===== src/rtl/boot_sequencer_if.sv =====
// Signal bundle between the boot sequencer and its surroundings: memory status,
// the video clear engine, the UART byte stream, the RAM write port and boot status.
interface boot_sequencer_if;
   // Handshakes: clear_req is a level held until a one-cycle clear_ack; uart_valid
   // is a one-cycle strobe with no backpressure; wr_req/wr_addr/wr_data are held
   // stable until the cycle wr_ack=1, and that cycle completes the write.
   logic        mem_calib_done;
   logic        mem_error;
   logic        clear_ack;
   logic        uart_valid;
   logic [7:0]  uart_data;
   logic        wr_ack;
   logic        clear_req;
   logic        clear_screen_done;
   logic        wr_req;
   logic [15:0] wr_addr;
   logic [7:0]  wr_data;
   logic        uart_load_done;
   logic [7:0]  uart_progress;
   logic        cpu_run;
   logic        boot_error;
   logic [1:0]  error_code;

   modport master (
      input  mem_calib_done, mem_error, clear_ack, uart_valid, uart_data, wr_ack,
      output clear_req, clear_screen_done, wr_req, wr_addr, wr_data,
             uart_load_done, uart_progress, cpu_run, boot_error, error_code
   );

   modport slave (
      output mem_calib_done, mem_error, clear_ack, uart_valid, uart_data, wr_ack,
      input  clear_req, clear_screen_done, wr_req, wr_addr, wr_data,
             uart_load_done, uart_progress, cpu_run, boot_error, error_code
   );
endinterface


===== src/rtl/boot_sequencer.sv =====
// Boot sequencer: waits for LPDDR calibration, clears video memory, streams
// LOAD_BYTES UART bytes into RAM, then enables the CPU; any fault latches ERROR.
module boot_sequencer #(
   parameter int LOAD_BYTES = 65536
) (
   input  logic             clk,
   input  logic             rst_n,
   boot_sequencer_if.master bus,
   output logic [2:0]       state_dbg
);

   typedef enum logic [2:0] {
      WAIT_CALIB = 3'd0,
      CLEAR      = 3'd1,
      LOAD       = 3'd2,
      RUN        = 3'd3,
      ERROR      = 3'd4
   } state_t;

   localparam logic [16:0] LOAD_LAST = 17'(LOAD_BYTES);

   state_t      state;
   logic [16:0] byte_count;
   logic        clear_req_q;
   logic        clear_done_q;
   logic        wr_req_q;
   logic [15:0] wr_addr_q;
   logic [7:0]  wr_data_q;
   logic        load_done_q;
   logic [7:0]  progress_q;
   logic        cpu_run_q;
   logic        boot_error_q;
   logic [1:0]  error_code_q;

   logic [16:0] cnt_inc;
   logic        wr_done;
   logic [1:0]  err_cause;

   assign cnt_inc = byte_count + 17'd1;
   assign wr_done = wr_req_q && bus.wr_ack;

   // Fault causes in priority order: mem_error, lost calibration, UART overrun.
   always_comb begin
      err_cause = 2'b00;
      if (state == CLEAR || state == LOAD || state == RUN) begin
         if (bus.mem_error)
            err_cause = 2'b01;
         else if (!bus.mem_calib_done)
            err_cause = 2'b11;
         else if (state == LOAD && bus.uart_valid && wr_req_q && !bus.wr_ack)
            err_cause = 2'b10;
      end
   end

   always_ff @(posedge clk or negedge rst_n) begin
      if (!rst_n) begin
         state        <= WAIT_CALIB;
         byte_count   <= '0;
         clear_req_q  <= 1'b0;
         clear_done_q <= 1'b0;
         wr_req_q     <= 1'b0;
         wr_addr_q    <= '0;
         wr_data_q    <= '0;
         load_done_q  <= 1'b0;
         progress_q   <= '0;
         cpu_run_q    <= 1'b0;
         boot_error_q <= 1'b0;
         error_code_q <= '0;
      end else if (err_cause != 2'b00) begin
         state        <= ERROR;
         error_code_q <= err_cause;
         boot_error_q <= 1'b1;
         clear_req_q  <= 1'b0;
         wr_req_q     <= 1'b0;
         cpu_run_q    <= 1'b0;
      end else begin
         case (state)
            WAIT_CALIB: begin
               if (bus.mem_calib_done) begin
                  state       <= CLEAR;
                  clear_req_q <= 1'b1;
               end
            end
            CLEAR: begin
               if (bus.clear_ack) begin
                  state        <= LOAD;
                  clear_req_q  <= 1'b0;
                  clear_done_q <= 1'b1;
               end
            end
            LOAD: begin
               progress_q <= byte_count[15:8];
               if (wr_done) begin
                  byte_count <= cnt_inc;
                  if (cnt_inc == LOAD_LAST) begin
                     state       <= RUN;
                     wr_req_q    <= 1'b0;
                     load_done_q <= 1'b1;
                     progress_q  <= 8'hFF;
                     cpu_run_q   <= 1'b1;
                  end else if (bus.uart_valid) begin
                     // Back-to-back byte: reuse the request, next address.
                     wr_addr_q <= cnt_inc[15:0];
                     wr_data_q <= bus.uart_data;
                  end else begin
                     wr_req_q <= 1'b0;
                  end
               end else if (!wr_req_q && bus.uart_valid) begin
                  wr_req_q  <= 1'b1;
                  wr_addr_q <= byte_count[15:0];
                  wr_data_q <= bus.uart_data;
               end
            end
            RUN: begin
               cpu_run_q <= 1'b1;
            end
            default: begin
               // ERROR holds everything until reset.
            end
         endcase
      end
   end

   assign bus.clear_req         = clear_req_q;
   assign bus.clear_screen_done = clear_done_q;
   assign bus.wr_req            = wr_req_q;
   assign bus.wr_addr           = wr_addr_q;
   assign bus.wr_data           = wr_data_q;
   assign bus.uart_load_done    = load_done_q;
   assign bus.uart_progress     = progress_q;
   assign bus.cpu_run           = cpu_run_q;
   assign bus.boot_error        = boot_error_q;
   assign bus.error_code        = error_code_q;
   assign state_dbg             = state;

endmodule

===== src/flat_wrapper.sv =====
// flat-port wrapper written by rule: the top's interface ports become plain ports
module boot_sequencer_flat 
#(
   parameter int LOAD_BYTES = 65536
)
  (clk, rst_n, state_dbg, bus_mem_calib_done, bus_mem_error, bus_clear_ack, bus_uart_valid, bus_uart_data, bus_wr_ack, bus_clear_req, bus_clear_screen_done, bus_wr_req, bus_wr_addr, bus_wr_data, bus_uart_load_done, bus_uart_progress, bus_cpu_run, bus_boot_error, bus_error_code);
  boot_sequencer_if bus_i ();
  input  logic clk;
  input  logic rst_n;
  output logic [2:0] state_dbg;
  input wire logic [$bits(bus_i.mem_calib_done)-1:0] bus_mem_calib_done;
  input wire logic [$bits(bus_i.mem_error)-1:0] bus_mem_error;
  input wire logic [$bits(bus_i.clear_ack)-1:0] bus_clear_ack;
  input wire logic [$bits(bus_i.uart_valid)-1:0] bus_uart_valid;
  input wire logic [$bits(bus_i.uart_data)-1:0] bus_uart_data;
  input wire logic [$bits(bus_i.wr_ack)-1:0] bus_wr_ack;
  output wire logic [$bits(bus_i.clear_req)-1:0] bus_clear_req;
  output wire logic [$bits(bus_i.clear_screen_done)-1:0] bus_clear_screen_done;
  output wire logic [$bits(bus_i.wr_req)-1:0] bus_wr_req;
  output wire logic [$bits(bus_i.wr_addr)-1:0] bus_wr_addr;
  output wire logic [$bits(bus_i.wr_data)-1:0] bus_wr_data;
  output wire logic [$bits(bus_i.uart_load_done)-1:0] bus_uart_load_done;
  output wire logic [$bits(bus_i.uart_progress)-1:0] bus_uart_progress;
  output wire logic [$bits(bus_i.cpu_run)-1:0] bus_cpu_run;
  output wire logic [$bits(bus_i.boot_error)-1:0] bus_boot_error;
  output wire logic [$bits(bus_i.error_code)-1:0] bus_error_code;
  assign bus_i.mem_calib_done = bus_mem_calib_done;
  assign bus_i.mem_error = bus_mem_error;
  assign bus_i.clear_ack = bus_clear_ack;
  assign bus_i.uart_valid = bus_uart_valid;
  assign bus_i.uart_data = bus_uart_data;
  assign bus_i.wr_ack = bus_wr_ack;
  assign bus_clear_req = bus_i.clear_req;
  assign bus_clear_screen_done = bus_i.clear_screen_done;
  assign bus_wr_req = bus_i.wr_req;
  assign bus_wr_addr = bus_i.wr_addr;
  assign bus_wr_data = bus_i.wr_data;
  assign bus_uart_load_done = bus_i.uart_load_done;
  assign bus_uart_progress = bus_i.uart_progress;
  assign bus_cpu_run = bus_i.cpu_run;
  assign bus_boot_error = bus_i.boot_error;
  assign bus_error_code = bus_i.error_code;
  boot_sequencer #(.LOAD_BYTES(LOAD_BYTES)) u_core (.clk(clk), .rst_n(rst_n), .bus(bus_i), .state_dbg(state_dbg));
endmodule

===== config.mk =====
export PLATFORM = sky130hd
export DESIGN_NAME = boot_sequencer_flat
export DESIGN_NICKNAME = d
export VERILOG_FILES = /design/src/rtl/boot_sequencer_if.sv /design/src/rtl/boot_sequencer.sv /design/src/flat_wrapper.sv
export SDC_FILE = /design/constraint.sdc
export NUM_CORES = 1
export LEC_CHECK = 0
export CAP_MARGIN = 20
export CORE_UTILIZATION = 48
export DETAILED_ROUTE_END_ITERATION = 7
export GPL_TIMING_DRIVEN = 0
export PLACE_DENSITY = 0.77
export SETUP_SLACK_MARGIN = 0.4
export SLEW_MARGIN = 20
export SYNTH_ARGS = -nofsm -noshare
export SYNTH_HDL_FRONTEND = slang
export SYNTH_SLANG_ARGS = --single-unit

===== constraint.sdc =====
create_clock -name clk -period 2.8 [get_ports clk]
set_input_delay 0.56 -clock clk [delete_from_list [all_inputs] [get_ports clk]]
set_output_delay 0.56 -clock clk [all_outputs]
set_load 0.02 [all_outputs]

==> flow_summary_export.csv <==
group,metric,value,unit
status,outcome,"finished with violations",
status,violations,"design-rule violations, negative setup slack",
cells_and_area,ff_latch_area,1500,um^2
sta,fin_crit,2.81,ns
grt,grt_pass1_vias,3038,
worst_setup_path,r2r-end,"u_core.bus.wr_addr[6]",
worst_setup_path,worstPathBufferInverterCount,5,
yosys,synth_edf_count,0,
yosys,synth_xor_area_share,6.46,%
placed_design,place_hpwl,5830,um
yosys,synthAdderAreaFrac,0.769,%
route,drt_iter0_drc,290,
worst_setup_path,path_cells,"buf_6 -> nand4_1 -> buf_6 -> nor3_4 -> xor2_1 -> a2111o_1 -> buf_6 -> buf_6 -> nor4_4 -> buf_4 -> nor2_4 -> mux2_2",
cells_and_area,design_area,4640,um^2
clock_tree,numCtsBuffers,9,
sta,hold_ws,0.125,ns
yosys,synth-simple-area-share,18.6,%
clock_tree,clockRootBuffer,"clkbuf_8",
worst_setup_path,cp_slowest_cell,"a2111o_1",
route,ant_nets,0,
yosys,syn-num-nets,363,
yosys,syn_avg_cell_area,9.41,um^2
floorplan,num_rows,29,
floorplan,core_area,6460,um^2
pwr,intPower,2.29,mW
yosys,synth_compound_area_share,21.1,%
pwr,p_per_area,745,nW/um^2
worst_setup_path,cp.depth,12,
sta,final_max_slew_viol_count,0,
pwr,power.leakage,2.06,nW
yosys,synth_top_area_share,46.1,%
yosys,yosys_warnings,0,
sta,skew,0.0121,ns
pwr,pwr-share-seq,35.1,%
pwr,p_comb_share,36.8,%
cells_and_area,diodes,0,
floorplan,start_util,50.4,%
floorplan,die_x,84.4,um
sta,slew_headroom,61.7,%
worst_setup_path,path_max_fanout,8,
cells_and_area,syn_to_final_growth,42.6,%
yosys,yosysTopAreaCell,"dfrtp_1",
grt,track_usage,26.7,%
placed_design,place_area,3980,um^2
sta,period_share,100,%
worst_setup_path,timing.rr.start,"u_core.byte_count[11]",
route,vias,3187,
cells_and_area,fin_util,71.9,%
clock_tree,clk_pin_slew,0.07,ns
worst_setup_path,r2r_setup_slack,-0.01,ns
worst_setup_path,end_kind,"flop",
grt,antenna_found_initial,0,
worst_setup_path,crit_top_cell,"buf_6",
job,maxCapViolCount,0,
placed_design,dp_cells,480,
sta,tightest_slew,0.575,ns
yosys,syn_area,3260,um^2
pwr,power_frac_clock,28.2,%
worst_setup_path,worst-setup-path-type,"reg -> reg",
cells_and_area,fin_nets,455,
clock_tree,clk_latency,0.35,ns
placed_design,io_buffers,56,
route,totalWireLength,9680,um
floorplan,die_h,84.4,um
yosys,ys_seq_area_share,46.1,%
sta,setup_violations,4,
worst_setup_path,worst_path_largest_cell_delay,0.46,ns
sta,fin_ws,-0.0107,ns
floorplan,dieArea,7120,um^2
worst_setup_path,crit_family,"buffers and inverters",
yosys,synth_top_flop_cell,"dfrtp_1",
route,first_pass_iters,7,
pwr,switching_share,33.9,%
yosys,ys_ff_latch,60,
cells_and_area,drive_gt1_share,22.6,%
worst_setup_path,critPathArrivalTime,3.05,ns
cells_and_area,instances_no_fill,520,
floorplan,io_pins,58,
sta,finalHoldViolCount,0,
yosys,synth_top_family_by_area,"compound AO/OA/AOI/OAI gates",
yosys,synthMuxAreaShare,1.65,%
grt,grt_start_max_net_pins,33,
worst_setup_path,cp.required,3.04,ns
placed_design,gp_congestion,0.959,
sta,timing.fmax,0.356,GHz
route,wl_per_cell,18.6,um
pwr,irDropWorstVdd,0.503,mV
yosys,synth_cells,346,
grt,grt_overflow,0,
route,detail_route.vias_per_cell,6.13,
clock_tree,cts.path.max_buffers,2,
route,route.detailed.drc,7,
cells_and_area,fillers,447,
yosys,yosys.cell_types.count,57,
yosys,synth_area_leaders,"dfrtp_1 (46%), o21ai_0 (5.2%), nand2_1 (4.5%), nor2_1 (3.3%), xnor2_1 (3.2%)",
clock_tree,cts.sinks,60,
worst_setup_path,ff2ff_path_depth,12,
worst_setup_path,start_kind,"flop",
grt,grt_pass1_wl,14900,um
cells_and_area,multi_input_area,1810,um^2
yosys,synth-async-reset-ratio,100,%
sta,rsz0062_at_grt,"yes",
pwr,p_switching,1.17,mW
clock_tree,cts_tree,"done",
clock_tree,cts_max_level,3,
hold_path,holdCritPathClass,"in -> async",
==> routing by layer <==
metal  share of wire (%)  track usage, %  up-vias
li1                    -               -     1443
met1                  41            35.6     1518
met2                  46            41.0      176
met3                 8.0            5.31       50
met4                 4.7            15.4        0
met5                   0               0        -
==> cell families (layout without fill, tap and decap cells) <==
| logic type | after synthesis | after routing |
|---|---|---|
| compound gates | 100 | 100 |
| xor+xnor | 24 | 24 |
| fa+ha+maj | 2 | 2 |
| buf+inv | 34 | 131 |
| flops | 60 | 60 |
| mux | 5 | 5 |
| simple gates | 121 | 121 |
==> stage by stage <==
stage	power, mW	setup TNS (ns)	setup slack [ns]
4_1_cts	3.39	0	0.193
6_report	3.46	-0.0365	-0.0107
3_5_place_dp	2.40	-4.78	-0.277
2_1_floorplan	1.84	0	0.338
5_1_grt	3.62	-0.992	-0.0652
3_3_place_gp	2.36	-48.41	-0.767
==> how the worst max path moves through the flow <==
| stage | startpoint | end | slack [ns] |
|---|---|---|---|
| finish | u_core.byte_count[11] | u_core.bus.wr_addr[6] | -0.01 |
| global route | u_core.byte_count[11] | u_core.bus.wr_data[3] | -0.07 |
| CTS | u_core.byte_count[1] | u_core.bus.wr_data[0] | 0.19 |
| detailed placement | u_core.byte_count[5] | u_core.bus.wr_addr[7] | -0.28 |
| global placement | rst_n | u_core.bus.wr_addr[4] | -0.77 |
| floorplan | u_core.byte_count[0] | u_core.bus.wr_data[0] | 0.34 |
==> layout by cell type, fill, tap and decap left out, types with 11 or more instances in the layout <==
cell type	Yosys	final
xor2_1	12	12
xnor2_1	12	11
clkdlybuf4s50_1	0	55
o21ai_1	0	12
nand2_1	39	38
nor2_1	29	25
dfrtp_1	60	60
buf_6	2	12
a21oi_1	17	14
o21ai_0	34	22
buf_4	7	23
==> worst register-to-register path, delay by kind of cell, from the launching register on <==
family / cells / cell delay (ns)
AOI/OAI and AO/OA: 1 / 0.46
xor gates and xnor gates: 1 / 0.14
buffers and inverters: 5 / 0.80
DFF: 1 / 0.34
muxes: 1 / 0.29
and+or+nand+nor: 4 / 0.68
==> cell usage after synthesis (2+ instances only) <==
library cell	count
mux2_2	3
o41ai_1	2
inv_1	5
nor2_1	29
nor3_1	3
buf_6	2
buf_2	3
nand2b_1	6
buf_4	7
clkbuf_1	14
nor4_1	5
mux2i_1	2
o21ai_0	34
o2111ai_1	2
buf_1	3
o22a_1	9
nand3_1	11
ha_1	2
a211o_1	4
a311oi_1	2
a22o_1	3
a2bb2oi_1	2
xnor2_1	12
dfrtp_1	60
o21ai_4	2
and3_1	3
xor2_1	12
and4_1	3
nand2_1	39
nand4_1	8
o22ai_1	3
or3_1	2
a21oi_1	17
and2_1	4
a31oi_1	6
==> power groups by stage <==
stage,logic [mW],registers (mW),clock network [mW]
global placement,1.15,1.21,0
global route,1.36,1.24,1.02
floorplan,0.399,1.44,0
detailed placement,1.18,1.22,0
finish,1.27,1.21,0.974
CTS,1.21,1.21,0.980
==> registers in the layout (all words and copies together) (netlist names) <==
name	flops
u_core.bus.wr_addr	16
u_core.bus.clear_req	1
u_core.byte_count	17
u_core.bus.uart_load_done	1
u_core.bus.error_code	2
u_core.bus.clear_screen_done	1
u_core.bus.uart_progress	8
u_core.bus.cpu_run	1
u_core.bus.wr_req	1
u_core.bus.wr_data	8
u_core.state_dbg	3
u_core.bus.boot_error	1
==> repair_timing <==
item,CTS,global route
hold buffers,0,0
pin swaps,18,10
gates cloned,0,1
resized for setup,30,25
endpoints found under the setup margin,52,43
buffers inserted,14,9
==> cell type report <==
class | instances | area share (%)
Multi-Input combinational cell | 252 | 39.1
Sequential cell | 60 | 32.3
Timing Repair Buffer | 81 | 16.7
Buffer | 29 | 4.07
Clock buffer | 10 | 2.96
Clock inverter | 6 | 2.40
Tap cell | 77 | 2.08
Inverter | 5 | 0.404
Power figures use the tool's default switching activity.
